$ cat config.mk
export PLATFORM = sky130hd
export DESIGN_NAME = alu_arbiter
export DESIGN_NICKNAME = d
export VERILOG_FILES = /design/src/rtl/alu_arb_pkg.sv /design/src/rtl/alu_arbiter_rr_arb2.sv /design/src/rtl/alu_arbiter.sv
export SDC_FILE = /design/constraint.sdc
export NUM_CORES = 1
export LEC_CHECK = 0
export ABC_AREA = 1
export ABC_CLOCK_PERIOD_IN_PS = 3370
export CAP_MARGIN = 20
export CORE_ASPECT_RATIO = 1.4
export CORE_UTILIZATION = 43
export CTS_CLUSTER_DIAMETER = 80
export CTS_CLUSTER_SIZE = 10
export DETAILED_ROUTE_END_ITERATION = 8
export GPL_TIMING_DRIVEN = 0
export MAX_ROUTING_LAYER = met4
export PLACE_DENSITY = 0.95
export REMOVE_ABC_BUFFERS = 1
export SYNTH_ARGS = -nofsm -noshare
export SYNTH_HDL_FRONTEND = slang
export SYNTH_SLANG_ARGS = --single-unit
$ cat constraint.sdc
create_clock -name clk -period 3.37 [get_ports clk]
set_input_delay 0.8425 -clock clk [delete_from_list [all_inputs] [get_ports clk]]
set_output_delay 0.8425 -clock clk [all_outputs]
set_load 0.005 [all_outputs]
$ cat src/rtl/alu_arb_pkg.sv
// rtl/alu_arb_pkg.sv - shared opcodes, FSM encoding and opcode legality helper for alu_arbiter
package alu_arb_pkg;

  localparam logic [2:0] OP_AND = 3'd0;
  localparam logic [2:0] OP_OR  = 3'd1;
  localparam logic [2:0] OP_ADD = 3'd2;
  localparam logic [2:0] OP_SUB = 3'd6;
  localparam logic [2:0] OP_SLT = 3'd7;

  typedef enum logic [1:0] {
    IDLE = 2'd0,
    EXEC = 2'd1,
    RESP = 2'd2
  } state_t;

  function automatic logic is_legal_op(input logic [2:0] op);
    return (op == OP_AND) || (op == OP_OR) || (op == OP_ADD) ||
           (op == OP_SUB) || (op == OP_SLT);
  endfunction

endpackage

$ cat src/rtl/alu_arbiter_rr_arb2.sv
// rtl/alu_arbiter_rr_arb2.sv - 2-way round-robin grant from valids and last-grant pointer
module rr_arb2
  import alu_arb_pkg::*;
(
  input  logic valid0,
  input  logic valid1,
  input  logic last,
  output logic grant0,
  output logic grant1
);

  // On a tie the requester that did not win last time gets the grant.
  assign grant0 = valid0 && (!valid1 || last);
  assign grant1 = valid1 && (!valid0 || !last);

endmodule

$ cat src/rtl/alu_arbiter.sv
// rtl/alu_arbiter.sv - round-robin sharing of one external ALU; option macro ALU_ARB_OPCHECK_EN
module alu_arbiter
  import alu_arb_pkg::*;
#(
  parameter int WIDTH = 32,
  parameter int OPW   = 3
) (
  input  logic             clk,
  input  logic             reset,
  input  logic             req_valid0,
  output logic             req_ready0,
  input  logic             req_valid1,
  output logic             req_ready1,
  input  logic [OPW-1:0]   req_op0,
  input  logic [OPW-1:0]   req_op1,
  input  logic [WIDTH-1:0] req_a0,
  input  logic [WIDTH-1:0] req_a1,
  input  logic [WIDTH-1:0] req_b0,
  input  logic [WIDTH-1:0] req_b1,
  output logic             rsp_valid0,
  output logic             rsp_valid1,
  input  logic             rsp_ready0,
  input  logic             rsp_ready1,
  output logic [WIDTH-1:0] rsp_data,
  output logic             rsp_zero,
  output logic [WIDTH-1:0] alu_srca,
  output logic [WIDTH-1:0] alu_srcb,
  output logic [OPW-1:0]   alu_control,
  input  logic [WIDTH-1:0] alu_out,
  input  logic             alu_zero
`ifdef ALU_ARB_OPCHECK_EN
  ,
  output logic             rsp_err
`endif
);

  state_t state;
  logic   last_grant;
  logic   gnt_id;
  logic   grant0;
  logic   grant1;

  rr_arb2 u_rr_arb2 (
    .valid0 (req_valid0),
    .valid1 (req_valid1),
    .last   (last_grant),
    .grant0 (grant0),
    .grant1 (grant1)
  );

  // Ready is only offered while idle, so nothing is accepted during EXEC/RESP.
  assign req_ready0 = (state == IDLE) && grant0;
  assign req_ready1 = (state == IDLE) && grant1;

  always_ff @(posedge clk) begin
    if (reset) begin
      state       <= IDLE;
      last_grant  <= 1'b1;
      gnt_id      <= 1'b0;
      rsp_valid0  <= 1'b0;
      rsp_valid1  <= 1'b0;
      rsp_data    <= '0;
      rsp_zero    <= 1'b0;
      alu_srca    <= '0;
      alu_srcb    <= '0;
      alu_control <= '0;
`ifdef ALU_ARB_OPCHECK_EN
      rsp_err     <= 1'b0;
`endif
    end else begin
      case (state)
        IDLE: begin
          if (grant0 || grant1) begin
            alu_control <= grant1 ? req_op1 : req_op0;
            alu_srca    <= grant1 ? req_a1  : req_a0;
            alu_srcb    <= grant1 ? req_b1  : req_b0;
            gnt_id      <= grant1;
            last_grant  <= grant1;
            state       <= EXEC;
          end
        end
        EXEC: begin
`ifdef ALU_ARB_OPCHECK_EN
          if (!is_legal_op(alu_control)) begin
            rsp_data <= '0;
            rsp_zero <= 1'b1;
            rsp_err  <= 1'b1;
          end else begin
            rsp_data <= alu_out;
            rsp_zero <= alu_zero;
            rsp_err  <= 1'b0;
          end
`else
          rsp_data <= alu_out;
          rsp_zero <= alu_zero;
`endif
          rsp_valid0 <= !gnt_id;
          rsp_valid1 <= gnt_id;
          state      <= RESP;
        end
        RESP: begin
          // Only the granted requester's rsp_ready can release the result.
          if (gnt_id ? rsp_ready1 : rsp_ready0) begin
            rsp_valid0 <= 1'b0;
            rsp_valid1 <= 1'b0;
            state      <= IDLE;
          end
        end
        default: state <= IDLE;
      endcase
    end
  end

endmodule
# [Yosys cells after proc, flatten, opt, wreduce, memory -nomap -nowiden]
# Index checks and enable logic that the tools add are counted.
[totals] ram_bits=0 mem_bits_ro=0 reg_bits=106 latch_bits=0 in_bits=173 memories=0 output_inout_bits=104
[classes] reduce_logical=16 addsub=0 eq_ne=4 muxes=10 bitwise_logic=0 n_shift=0 multipliers=0 n_lt_le_gt_ge=0 div_mod_pow=0
[ops] op="32-bit 2-to-1 mux" n=2
[ops] op="2-bit one-hot mux with 3 select lines" n=1
[ops] op="2-bit AND reduction" n=3
[ops] op="1-bit logical AND" n=4
[ops] op="1-bit logical NOT" n=4
[ops] op="2-bit 2-to-1 mux" n=2
[ops] op="1-bit one-hot mux with 2 select lines" n=2
[ops] op="1-bit logical OR" n=3
[ops] op="3-bit 2-to-1 mux" n=1
[ops] op="2-bit by 1-bit equality test with 1-bit output (second input constant)" n=1
[ops] op="2-bit equality test (second input constant)" n=1
[ops] op="2-bit logical NOT" n=1
[ops] op="1-bit 2-to-1 mux" n=2
[ops] op="2-bit by 1-bit != test with 1-bit output (second input constant)" n=1
[ops] op="2-bit != test (second input constant)" n=1
[ops] op="2-bit nonzero test" n=1

# [Depth between registers and ports, before layout]
# Gate-level depths: netlist (run 1).
[logic_depth] word_depth=6 ltp_mapped=8 mapped_depth_nobuf=6

# [Cells and area by module]
# From an unflattened synthesis (run 1), not the netlist that was laid out.
[unflattened] cells_unflattened=823 area_unflattened_um2=5017.3
[modules_own_cells] mod="alu_arbiter" cells_each=819 instances=1 area_each_um2=4989.8 seq_area_each_um2=2122.0
[modules_own_cells] mod="rr_arb2" cells_each=4 instances=1 area_each_um2=27.5 seq_area_each_um2=0.0

# [Worst setup path before layout (run 1)]
# No wires, ideal clock.
[synth_path] path_kind="input to output" from="input req_valid1" to="output req_ready0" slack_ps=1086 path_stages=5 required_time_ps=2528 path_buffers=2 arrival_time_ps=1441 path_cell_list="buf_2 -> nand2_1 -> nand3_1 -> buf_2 -> inv_1"
[synth_via] elab_chain_len=4
[synth_rtl] element="from (decl)" line_no="alu_arbiter.sv:12" rtl="input logic req_valid1,"
[synth_rtl] element="1-bit logical NOT" line_no="alu_arbiter_rr_arb2.sv:13" rtl="assign grant0 = valid0 && (!valid1 || last);"
[synth_rtl] element="1-bit logical OR" line_no="alu_arbiter_rr_arb2.sv:13"
[synth_rtl] element="1-bit logical AND" line_no="alu_arbiter_rr_arb2.sv:13"
[synth_rtl] element="1-bit logical AND" line_no="alu_arbiter.sv:52" rtl="assign req_ready0 = (state == IDLE) && grant0;"
[synth_rtl] element="to (decl)" line_no="alu_arbiter.sv:11" rtl="output logic req_ready0,"
# Every way passes these cells.

# [Worst setup path after layout (run 1)]
# Same ends and word-level chain as after synthesis.

==> results of run 1 <==
[worst max-delay path: stages]
cell             delay [ns]
buf_6                  0.29
nand2_1                0.28
nand3_4                0.35
inv_1                  0.07
clkdlybuf4s50_1        0.46
[state kept, by name (all words and copies together), names as in the netlist]
signal       count
alu_control      3
alu_srca        32
alu_srcb        32
gnt_id           1
last_grant       1
rsp_data        32
rsp_valid0       1
rsp_valid1       1
rsp_zero         1
state            2
[metal layers]
layer  global-route usage  wire (um)  vias up
met2                0.525       9300      257
met1                0.303       6650     2801
li1                     -          -     3061
met4                0.130        621        0
met3               0.0704       1420       51
met5                    -          0        -
[metrics by stage]
step                      setup TNS [ns]  cell area (um2)  hold slack, ns  setup WS (ns)
after global placement           -274.02             7810           0.446          -4.36
final                                  0             8340           0.483          0.217
after floorplan                   -50.26             4870           0.450          -1.19
after CTS                       -0.00958             8310           0.470       -0.00958
after global routing                   0             8340           0.503          0.148
after detailed placement           -1.26             7940           0.457         -0.937
[final timing paths]
| kind | endpoint | cells after the start | from | slack (ns) |
|---|---|---|---|---|
| hold reg to reg | rsp_data[9]$_SDFFE_PP0P_ | 2 | rsp_data[9]$_SDFFE_PP0P_ | 0.48 |
| setup reg to reg | alu_srcb[14]$_SDFFE_PP0P_ | 5 | state[1]$_SDFFE_PP0P_ | 1.22 |
| setup / recovery | req_ready0 | 5 | req_valid1 | 0.22 |
| hold / removal | rsp_data[9]$_SDFFE_PP0P_ | 2 | rsp_data[9]$_SDFFE_PP0P_ | 0.48 |
[report_power, final]
part	internal, W	leakage, nW	switching [W]	total (W)
clock network	0.000587	0.141	0.000491	0.00108
logic	0.000660	2.80	0.000597	0.00126
registers	0.00141	0.877	0.0000815	0.00150
total	0.00266	3.82	0.00117	0.00383
[cell families after synthesis]
group / share of synthesized area
AOI/OAI and AO/OA: 0.0357
buffers and inverters: 0.116
DFF: 0.409
and+or+nand+nor: 0.439
[cell usage in the layout (no fill, tap or decap), types with 4 or more instances in the layout]
cell | Yosys | layout
a21oi_1 | 4 | 4
clkdlybuf4s50_1 | 0 | 274
nand2_1 | 216 | 213
nand3_2 | 0 | 4
buf_12 | 0 | 5
clkbuf_16 | 0 | 9
nor2_1 | 204 | 203
nand3_1 | 138 | 136
inv_1 | 74 | 73
dfxtp_1 | 106 | 106
o21ai_1 | 6 | 6
o21ai_0 | 27 | 27
[final cells by class]
class                   count  share of cell area
repair buffers            282               0.346
multi-input cells         601               0.307
well taps                 147              0.0220
clock buffers              10              0.0274
inverters                  76              0.0345
clock inverters             6             0.00885
flip-flops and latches    106               0.254
[repair_timing]
action | in CTS | in global routing
setup buffers | 0 | 0
hold endpoints to repair | 0 | 0
pin swaps | 3 | 0
resized for setup | 4 | 4
cloned | 5 | 0
endpoints found under the setup margin | 2 | 2
==> reports/metrics.yaml, run 1 <==
layout:
  final_net_count: 1249
  drive_gt1_frac: 0.0342
  regArea_um2: 2120
  areaGrowthSynthToFinish_pct: 61.0
  post-route-util: 0.709
  num-fill-cells: 918
  final_cells: 1228
  diodes: 0
  multi_input_area_um2: 2560
setup_path:
  path_max_fanout: 37
  critical_path_class: "input pin to output port"
  cp-start-kind: "input pin"
  crit_arrival_ns: 2.31
  cp.required_ns: 2.53
  cp-end-kind: "output port"
yosys:
  ys_seq_area_frac: 0.409
  synth_top_area_share: 0.409
  synth_top_area_cell: "dfxtp_1"
  synth_area_leaders: "dfxtp_1, nand2_1, nor2_1"
  synth.distinct_cells: 15
  ys_warn_count: 0
  async_reset_ff_frac: 0
  synth_edf_count: 0
  synth_cells: 838
  yosys-top-cells-count: "nand2_1, nor2_1, nand3_1, dfxtp_1, inv_1"
  yosysMostFrequentCell: "nand2_1"
  ys_ff_latch: 106
  avgSynthCellArea_um2: 6.18
  synth_area_um2: 5180
  synthFlopType: "dfxtp_1"
placement:
  port_buffers: 276
  place_inst: 1206
  dpl.hpwl_mm: 11.7
  routabilityCongestion: 0.812
floorplan:
  fp.coreArea_um2: 11800
  ios: 277
  dieWidth_um: 94.8
  die_h_um: 132
  start_util: 0.441
  die_area_um2: 12500
  core.rowCount: 47
routing:
  first_pass_iters: 4
  final_antenna_net_count: 0
  avgRoutedWirePerCell_um: 14.6
  drc: 0
  drt_iter0_markers: 230
  wirelength_mm: 18.0
  via_per_inst: 5.02
  num_vias: 6170
pwr:
  total_power_w: 0.00383
  power_density_nw_per_um2: 459
  p_leak_nw: 3.82
  ir_worst_vdd_v: 0.000352
sta:
  min_period_ns: 3.15
  fin_crit_sh: 0.936
  rsz0062_at_grt: "false"
  setup_viol: 0
  worst_pin_slew_ns: 0.903
  timing.slew.headroom: 0.397
  finalHoldViolCount: 0
  drv_slew: 0
  fin_skew_ns: 0.00855
  fmax_mhz: 317
cts:
  cts_tree: "done"
  htreeDepth: 3
  numCtsBuffers: 9
  cts-root-buf: "clkbuf_16"
  cts_hold_buf: 0
  clock_path_buffers: 2
  clock_latency_ns: 0.34
  cts_sinks: 106
  cts.clk_slew.worst_paths_ns: 0.07
grt:
  first_global_vias: 5977
  grt-ovfl-total: 0
  gr-usage-all-layers: 0.296
  grt_start_max_net_pins: 58
  antenna_found_initial: 0
  grt_pass1_wl_mm: 28.2
status:
  outcome: "completed"
worst_hold_path:
  worstHoldPathType: "flop to flop"
flow_run:
  drv_cap: 0
Power figures use the tool's default switching activity.
==> inputs of run 2 (changes only) <==
- ABC_CLOCK_PERIOD_IN_PS: 3370 -> 3800
- clock period: 3.37 -> 3.8 ns (I/O delays scaled with it)
==> run 2 against run 1 <==
First-iteration DRC count fell by 1.3%. Final cell count unchanged. Cell area is essentially flat. Clock skew shrank 0.00079 ns. Clock power fell by 11%. Via count is 0.37% lower. Total power down 11%. Largest cell class unchanged. Global-route usage is the same. Sequential power is 11% lower. Register-to-register slack better by 0.11 ns. Combinational power decreased by 12%. Critical endpoint is now req_ready1. Count of clock-buffer cells in the layout unchanged.
==> reports/metrics.yaml, run 2 (synthesis results as in run 1) <==
cts:
  cts_sinks: 106
  clock_path_buffers: 2
  cts_tree: "done"
  numCtsBuffers: 9
  post_cts_buffers: 0
  cts.clk_slew.worst_paths_ns: 0.07
  cts-resized-gates: 4
  cts_hold_buf: 0
  cts-root-buf: "clkbuf_16"
  htreeDepth: 3
  clock_latency_ns: 0.34
setup_path:
  cp_cell_sequence: "dlygate4sd2_1 -> nand2_8 -> nand3_4 -> inv_1 -> clkdlybuf4s50_1"
  cp-start-kind: "input pin"
  slowest_stage: "dlygate4sd2_1"
  critical_path_class: "input pin to output port"
  path_max_fanout: 18
  crit_arrival_ns: 2.61
  cp.required_ns: 2.85
  cp-end-kind: "output port"
  critPathMaxStageDelay_ns: 0.57
routing:
  avgRoutedWirePerCell_um: 14.6
  final_antenna_net_count: 0
  first_pass_iters: 4
  num_vias: 6147
  drc: 0
  drt_iter0_markers: 227
  via_per_inst: 5.01
  wirelength_mm: 18.0
floorplan:
  start_util: 0.441
  core.rowCount: 47
  fp.coreArea_um2: 11800
  die_h_um: 132
  ios: 277
  die_area_um2: 12500
  dieWidth_um: 94.8
layout:
  final_net_count: 1249
  final_common_cell: "clkdlybuf4s50_1"
  drive_gt1_frac: 0.0324
  areaGrowthSynthToFinish_pct: 60.9
  fin_area_um2: 8340
  final_cell_mix: "clkdlybuf4s50_1, nand2_1, nor2_1"
  top_regs: "alu_srca: 32 flops, alu_srcb: 32 flops, rsp_data: 32 flops"
  diodes: 0
sta:
  min_period_ns: 3.56
  timing.slew.headroom: 0.384
  fin_crit_sh: 0.937
  worst_pin_slew_ns: 0.921
  fin_skew_ns: 0.00776
  hold_slack_ns: 0.484
  finalHoldViolCount: 0
  drv_slew: 0
  setup_viol: 0
  rsz0062_at_grt: "false"
  fmax_mhz: 281
grt:
  grt_start_max_net_pins: 58
  antenna_found_initial: 0
  gr-usage-all-layers: 0.296
  grt_pass1_wl_mm: 28.2
  grt-ovfl-total: 0
  first_global_vias: 5977
status:
  outcome: "completed"
pwr:
  p_leak_nw: 3.82
  ir_worst_vdd_v: 0.000313
  power_density_nw_per_um2: 407
placement:
  dpl.hpwl_mm: 11.7
  place_area_um2: 7940
  routabilityCongestion: 0.812
  port_buffers: 276
flow_run:
  drv_cap: 0
worst_hold_path:
  worstHoldPathType: "flop to flop"
==> run 2: through the flow <==
stage | setup WS [ns] | utilization | std cells | power, W | TNS [ns]
floorplan | -0.977 | - | 778 | 0.00182 | -27.79
global placement | -4.14 | 0.664 | 1201 | 0.00240 | -240.05
detailed placement | -0.722 | 0.675 | 1206 | 0.00242 | -0.832
CTS | 0.205 | 0.707 | 1227 | 0.00341 | 0
global route | 0.146 | 0.709 | 1228 | 0.00359 | 0
finish | 0.240 | 0.709 | 1228 | 0.00339 | 0
==> run 2: worst max-delay path: cells and delay by family <==
family	cells	cell delay, ns
buffers and inverters	3	1.12
and+or+nand+nor	2	0.53
==> run 2: cell type report <==
cell class | instances | area, um2
Sequential cell | 106 | 2120
Clock inverter | 6 | 73.8
Timing Repair Buffer | 282 | 2890
Multi-Input combinational cell | 601 | 2560
Fill cell | 919 | 3420
Tap cell | 147 | 184
Clock buffer | 10 | 229
Inverter | 76 | 288
==> run 2: worst paths after layout <==
path / start / endpoint / slack (ns) / depth (start not counted)
hold reg to reg: rsp_data[9]$_SDFFE_PP0P_ / rsp_data[9]$_SDFFE_PP0P_ / 0.48 / 2
setup reg to reg: state[0]$_SDFFE_PP0P_ / last_grant$_SDFFE_PP1P_ / 1.33 / 4
hold / removal: rsp_data[9]$_SDFFE_PP0P_ / rsp_data[9]$_SDFFE_PP0P_ / 0.48 / 2
setup / recovery: req_valid0 / req_ready1 / 0.24 / 5
==> run 2: metal layers <==
layer | global-route usage | wire (um)
met5 | - | 0
met4 | 0.130 | 680
met3 | 0.0704 | 1410
met2 | 0.525 | 9220
met1 | 0.303 | 6650
==> run 2: power by group <==
group	internal, W	total [W]	switching (W)
sequential	0.00125	0.00133	0.0000721
clock	0.000520	0.000957	0.000436
combinational	0.000584	0.00111	0.000528
total	0.00236	0.00339	0.00104
